## config.mk

```make
export PLATFORM = sky130hd
export DESIGN_NAME = bht_predictor_table
export DESIGN_NICKNAME = d
export VERILOG_FILES = /design/src/rtl/bht_predictor_table_pkg.sv /design/src/rtl/bht_predictor_table_ctr_next.sv /design/src/rtl/bht_predictor_table.sv
export SDC_FILE = /design/constraint.sdc
export NUM_CORES = 1
export LEC_CHECK = 0
export CAP_MARGIN = 5
export CORE_MARGIN = 5
export CORE_UTILIZATION = 25
export CTS_CLUSTER_SIZE = 8
export DETAILED_ROUTE_END_ITERATION = 6
export PLACE_DENSITY = 0.4
export REMOVE_ABC_BUFFERS = 1
export SYNTH_ARGS = -nofsm -noshare
export SYNTH_HDL_FRONTEND = slang
export SYNTH_SLANG_ARGS = --single-unit
```

## constraint.sdc

```tcl
create_clock -name clk -period 10.2 [get_ports clk]
set_input_delay 1.53 -clock clk [delete_from_list [all_inputs] [get_ports clk]]
set_output_delay 1.53 -clock clk [all_outputs]
set_load 0.1 [all_outputs]
```

## src/rtl/bht_predictor_table_pkg.sv

```systemverilog
// Shared constants and sizing helpers for the branch history table.
package bht_pkg;

   localparam logic [0:0] ST_INIT = 1'b0;
   localparam logic [0:0] ST_RUN  = 1'b1;

   function automatic int ctr_max(input int ctr_w);
      return (1 << ctr_w) - 1;
   endfunction

   function automatic int depth_of(input int idx_w);
      return 1 << idx_w;
   endfunction

endpackage

```

## src/rtl/bht_predictor_table_ctr_next.sv

```systemverilog
// Saturating up/down step for one prediction counter.
module bht_ctr_next
   import bht_pkg::*;
#(
   parameter int CTR_W = 2
) (
   input  logic [CTR_W-1:0] ctr_i,
   input  logic             taken_i,
   output logic [CTR_W-1:0] ctr_o
);

   localparam logic [CTR_W-1:0] MAX = CTR_W'(ctr_max(CTR_W));

   always_comb begin
      ctr_o = ctr_i;
      if (taken_i) begin
         if (ctr_i != MAX) ctr_o = ctr_i + 1'b1;
      end else if (ctr_i != '0) begin
         ctr_o = ctr_i - 1'b1;
      end
   end

endmodule

```

## src/rtl/bht_predictor_table.sv

```systemverilog
// Branch history table: saturating counters, optional gshare indexing,
// registered 1-cycle prediction and a sequenced init/clear sweep.
module bht_predictor_table
   import bht_pkg::*;
#(
   parameter int IDX_W    = 8,
   parameter int CTR_W    = 2,
   parameter int HIST_W   = 8,
   parameter int CTR_INIT = 2**(CTR_W-1)-1
) (
   input  logic                                clk,
   input  logic                                rst_n,
   input  logic                                clear_i,
   output logic                                ready_o,
   input  logic                                pred_req_i,
   input  logic [IDX_W-1:0]                    pred_addr_i,
   output logic                                pred_valid_o,
   output logic                                pred_taken_o,
   output logic [CTR_W-1:0]                    pred_ctr_o,
   output logic [IDX_W-1:0]                    pred_idx_o,
   input  logic                                upd_valid_i,
   input  logic [IDX_W-1:0]                    upd_idx_i,
   input  logic                                upd_taken_i,
   output logic [(HIST_W > 0 ? HIST_W : 1)-1:0] ghr_o
);

   localparam int DEPTH = depth_of(IDX_W);
   localparam int GW    = (HIST_W > 0) ? HIST_W : 1;

   logic [0:0]       state_q, state_d;
   logic [IDX_W-1:0] sweep_q, sweep_d;
   logic [GW-1:0]    ghr_q, ghr_d, ghr_shift;
   logic [CTR_W-1:0] mem_q [DEPTH];

   logic             run, upd_fire, pred_fire;
   logic [IDX_W-1:0] idx;
   logic [CTR_W-1:0] upd_nxt, rd_ctr;

   logic             pred_valid_q;
   logic [IDX_W-1:0] pred_idx_q;
   logic [CTR_W-1:0] pred_ctr_q;

   assign run       = (state_q == ST_RUN);
   assign upd_fire  = run && upd_valid_i && !clear_i;
   assign pred_fire = run && pred_req_i;

   if (HIST_W > 1) begin : g_gshare
      assign idx       = pred_addr_i ^ IDX_W'(ghr_q);
      assign ghr_shift = {ghr_q[GW-2:0], upd_taken_i};
   end else if (HIST_W == 1) begin : g_gshare1
      assign idx       = pred_addr_i ^ IDX_W'(ghr_q);
      assign ghr_shift = upd_taken_i;
   end else begin : g_bimodal
      assign idx       = pred_addr_i;
      assign ghr_shift = '0;
   end

   bht_ctr_next #(.CTR_W(CTR_W)) u_ctr_next (
      .ctr_i   (mem_q[upd_idx_i]),
      .taken_i (upd_taken_i),
      .ctr_o   (upd_nxt)
   );

   // Write-first bypass: a same-cycle update to the read entry is visible.
   assign rd_ctr = (upd_fire && (upd_idx_i == idx)) ? upd_nxt : mem_q[idx];

   always_comb begin
      state_d = state_q;
      sweep_d = sweep_q;
      ghr_d   = ghr_q;
      if (clear_i) begin
         state_d = ST_INIT;
         sweep_d = '0;
         ghr_d   = '0;
      end else if (!run) begin
         sweep_d = sweep_q + 1'b1;
         if (&sweep_q) state_d = ST_RUN;
      end else if (upd_fire) begin
         ghr_d = ghr_shift;
      end
   end

   always_ff @(posedge clk or negedge rst_n) begin
      if (!rst_n) begin
         state_q      <= ST_INIT;
         sweep_q      <= '0;
         ghr_q        <= '0;
         pred_valid_q <= 1'b0;
         pred_idx_q   <= '0;
         pred_ctr_q   <= '0;
      end else begin
         state_q      <= state_d;
         sweep_q      <= sweep_d;
         ghr_q        <= ghr_d;
         pred_valid_q <= pred_fire;
         if (pred_fire) begin
            pred_idx_q <= idx;
            pred_ctr_q <= rd_ctr;
         end
      end
   end

   // Counter array carries no reset; the sweep is what initialises it.
   always_ff @(posedge clk) begin
      if (!run)          mem_q[sweep_q]   <= CTR_W'(CTR_INIT);
      else if (upd_fire) mem_q[upd_idx_i] <= upd_nxt;
   end

   assign ready_o      = run;
   assign pred_valid_o = pred_valid_q;
   assign pred_idx_o   = pred_idx_q;
   assign pred_ctr_o   = pred_ctr_q;
   assign pred_taken_o = pred_ctr_q[CTR_W-1];
   assign ghr_o        = ghr_q;

endmodule

```

==> flow_summary_export.csv <==
group,metric,value,unit
routing,avgRoutedWirePerCell,31.1,um
global_routing,groute.usage.overall,17.4,%
synthesis,dominantRegCellSynth,"edfxtp_1",
final_layout,finalNetCount,1795,
placed_design,finalWeightedCongestion,0.843,
power,p_leak,0.0105,uW
power,power.total,5240,uW
global_routing,grt_pass1_vias,17700,
floorplanning,rows,120,
routing,vias_per_cell,5.35,
placed_design,placement.setup.worst_slack,3.10,ns
floorplanning,placeableCoreArea,107000,um2
routing,starting_drt_drc_count,1833,
clock_tree,cts_max_path_buffers,3,
synthesis,synth_sequential_area_ratio,59.8,%
sta,fin_ws,3.87,ns
global_routing,largest_net_degree_at_the_start_of_global_routing,182,
clock_tree,post_cts.resized_instances,0,
sta,slew-limit-headroom,14.7,%
synthesis,synth_area,26900,um2
final_layout,ff_latch_area,16100,um2
routing,drt_drc_violations_left,0,
sta,fmax,158,MHz
final_layout,finalInstanceArea,31200,um2
clock_tree,clock_tree_from_tritoncts,"built",
floorplanning,initial_core_util,25.1,%
synthesis,synth_area_leader_cell,"edfxtp_1",
clock_tree,insertion_delay,0.65,ns
sta,timing.clock.skew,0.0371,ns
final_layout,layout_commonest_cell,"edfxtp_1",
placed_design,dp.final_hpwl,63.3,mm
clock_tree,postCtsHoldBufs,0,
floorplanning,design.die.area,114000,um2
sta,final-setup-viol-count,0,
power,powerDensity,168,nW/um2
worst_setup_path,cp-start-kind,"input port",
sta,fin_crit_sh,62.0,%
final_layout,multiInputGateArea,10300,um2
synthesis,post_synth_edffs,512,
worst_hold_path,hold_path_class,"reg -> reg",
power,vdd_ir_drop_max,0.0971,mV
clock_tree,tritoncts.num_buffers,78,
final_layout,area_delta_synth_final,15.9,%
final_layout,filler_cell_count,10700,
synthesis,postSynthCellCount,1741,
synthesis,cells_taking_the_most_area_after_synthesis,"edfxtp_1 57%, mux4_2 20%, nor2_1 4.2%",
sta,slew_viol_final,0,
sta,rsz0062_at_grt,"false",
final_layout,mostFrequentLayoutCells,"512 x edfxtp_1, 296 x nor2_1, 244 x mux4_2",
worst_setup_path,worstSetupEndpointType,"register",
routing,drt_wirelength,100,mm
clock_tree,cts.repair_timing.setup_buffer_count,0,
outcome,run_status,"complete, no violations",
job,maxCapViolations,0,
clock_tree,cts_htree_levels,3,
floorplanning,die_x,338,um
synthesis,yosys_warns,0,
synthesis,async_reset_ff_share,5.19,%
floorplanning,top_level_ports,43,
synthesis,synthDominantCellAreaShare,57.2,%
global_routing,grt_pass1_wl,140,mm
clock_tree,cts_root_buf,"clkbuf_16",
global_routing,grt_antenna_before_repair,9,
worst_setup_path,worst-path-max-fanout,108,
clock_tree,clock-sinks,540,
worst_setup_path,timing.setup.critical_path_class,"in -> reg",
floorplanning,die_h,338,um
synthesis,netlist-cell-type-count,65,
routing,via_count,17200,
synthesis,synth-seq-cells,540,
placed_design,detailed_place.area,28900,um2
placed_design,io_buffer_count,42,
worst_setup_path,critical_path_arrival,6.58,ns
sta,report.final.hold_viol_count,0,
routing,drtAntennaViolNets,0,
synthesis,synthesis.area_per_instance,15.4,um2
routing,drt-pass1-iter-count,7,
final_layout,share_of_final_layout_standard_cells_stronger_than_drive_strength_1,22.9,%
clock_tree,worst_setup_hold_path_clk_slew,0.05,ns
worst_setup_path,cp_data_required_time,10.45,ns
sta,post-route-min-period,6.33,ns
sta,tightest_slew,1.28,ns
global_routing,gr-total-overflow,0,
==> metal layers <==
| layer | vias to the layer above | global-route usage, % | share of wire, % | routed length, um |
|---|---|---|---|---|
| met5 | - | 0 | 0.013 | 13 |
| met4 | 2 | 5.47 | 3.3 | 3270 |
| met3 | 159 | 3.47 | 8.0 | 8040 |
| met2 | 796 | 27.6 | 46 | 46300 |
| met1 | 9240 | 24.1 | 42 | 42300 |
| li1 | 7020 | - | - | - |
==> critical path: stages <==
cell	delay, ns
buf_2	0.43
buf_4	0.43
nor2b_1	0.90
a311oi_1	0.22
o2111a_1	0.19
a2111oi_2	0.69
a32oi_1	0.16
maj3_2	0.38
nor2_4	0.10
buf_4	0.48
buf_4	0.89
==> power breakdown <==
group          internal, uW  leakage (uW)  switching (uW)  total, uW
clock                  1460       0.00108             984       2450
sequential             2400       0.00606            7.15       2410
combinational           120       0.00340             268        387
==> path summary, 6_finish.rpt <==
path | start | endpoint | slack, ns | cells after the start
max | upd_idx_i[3] | mem_q[10][1] | 3.87 | 11
min in group asynchronous | rst_n | pred_ctr_o[0] | 1.08 | 1
min reg2reg | pred_idx_o[6] | pred_idx_o[6] | 0.47 | 2
max in group asynchronous | rst_n | pred_idx_o[5] | 8.46 | 1
min | pred_idx_o[6] | pred_idx_o[6] | 0.47 | 2
max reg2reg | ready_o | mem_q[73][0] | 5.71 | 6
==> per-stage QoR <==
stage	instances	util [%]	TNS, ns	hold slack (ns)
2_1_floorplan	1610	-	-33.29	0.531
3_3_place_gp	3094	27.0	0	0.463
3_5_place_dp	3094	27.0	0	0.473
4_1_cts	3217	29.1	0	0.484
5_1_grt	3218	29.1	0	0.497
6_report	3219	29.1	0	0.473
==> cell type report <==
| class | count | area share, % |
|---|---|---|
| well taps | 1403 | 5.64 |
| repair buffers | 82 | 2.43 |
| clock buffers | 120 | 7.05 |
| clock inverters | 3 | 0.145 |
| multi-input cells | 1064 | 33.1 |
| diodes | 1 | 0.00803 |
| inverters | 6 | 0.0723 |
| flip-flops and latches | 540 | 51.6 |
==> sequential cells by signal, indices dropped and copies added, names as in the netlist <==
signal        count
pred_ctr_o        2
ghr_o             8
pred_idx_o        8
sweep_q           8
pred_valid_o      1
ready_o           1
mem_q           512
==> logic make-up (layout without fill, tap and decap cells) <==
group	after synthesis	after routing	share of synthesized area, %
and+or+nand+nor	519	519	8.15
AOI/OAI and AO/OA	189	189	4.80
DFF	540	540	59.8
other	0	1	0
adders and majority gates	3	3	0.130
muxes	323	323	23.4
xor gates and xnor gates	30	30	1.01
buffers and inverters	137	211	2.67
==> synthesized netlist by cell type (all sizes together) (3+ instances only) <==
library cell,n
a221oi,6
nand3,44
xor2,12
dfrtp,28
nor2b,19
nand3b,4
nor4,5
inv,6
mux2i,73
buf,63
xnor2,18
nand2,107
o221ai,9
or2,3
mux2,6
clkbuf,68
a21oi,46
a22oi,28
nor3,12
nor2,299
mux4,244
nand4,6
o211ai,19
o21ai,29
o22ai,10
edfxtp,512
a41oi,4
and2,6
a2111oi,5
o31ai,3
a211oi,11
nand2b,8
(Power assumes the default switching activity.)
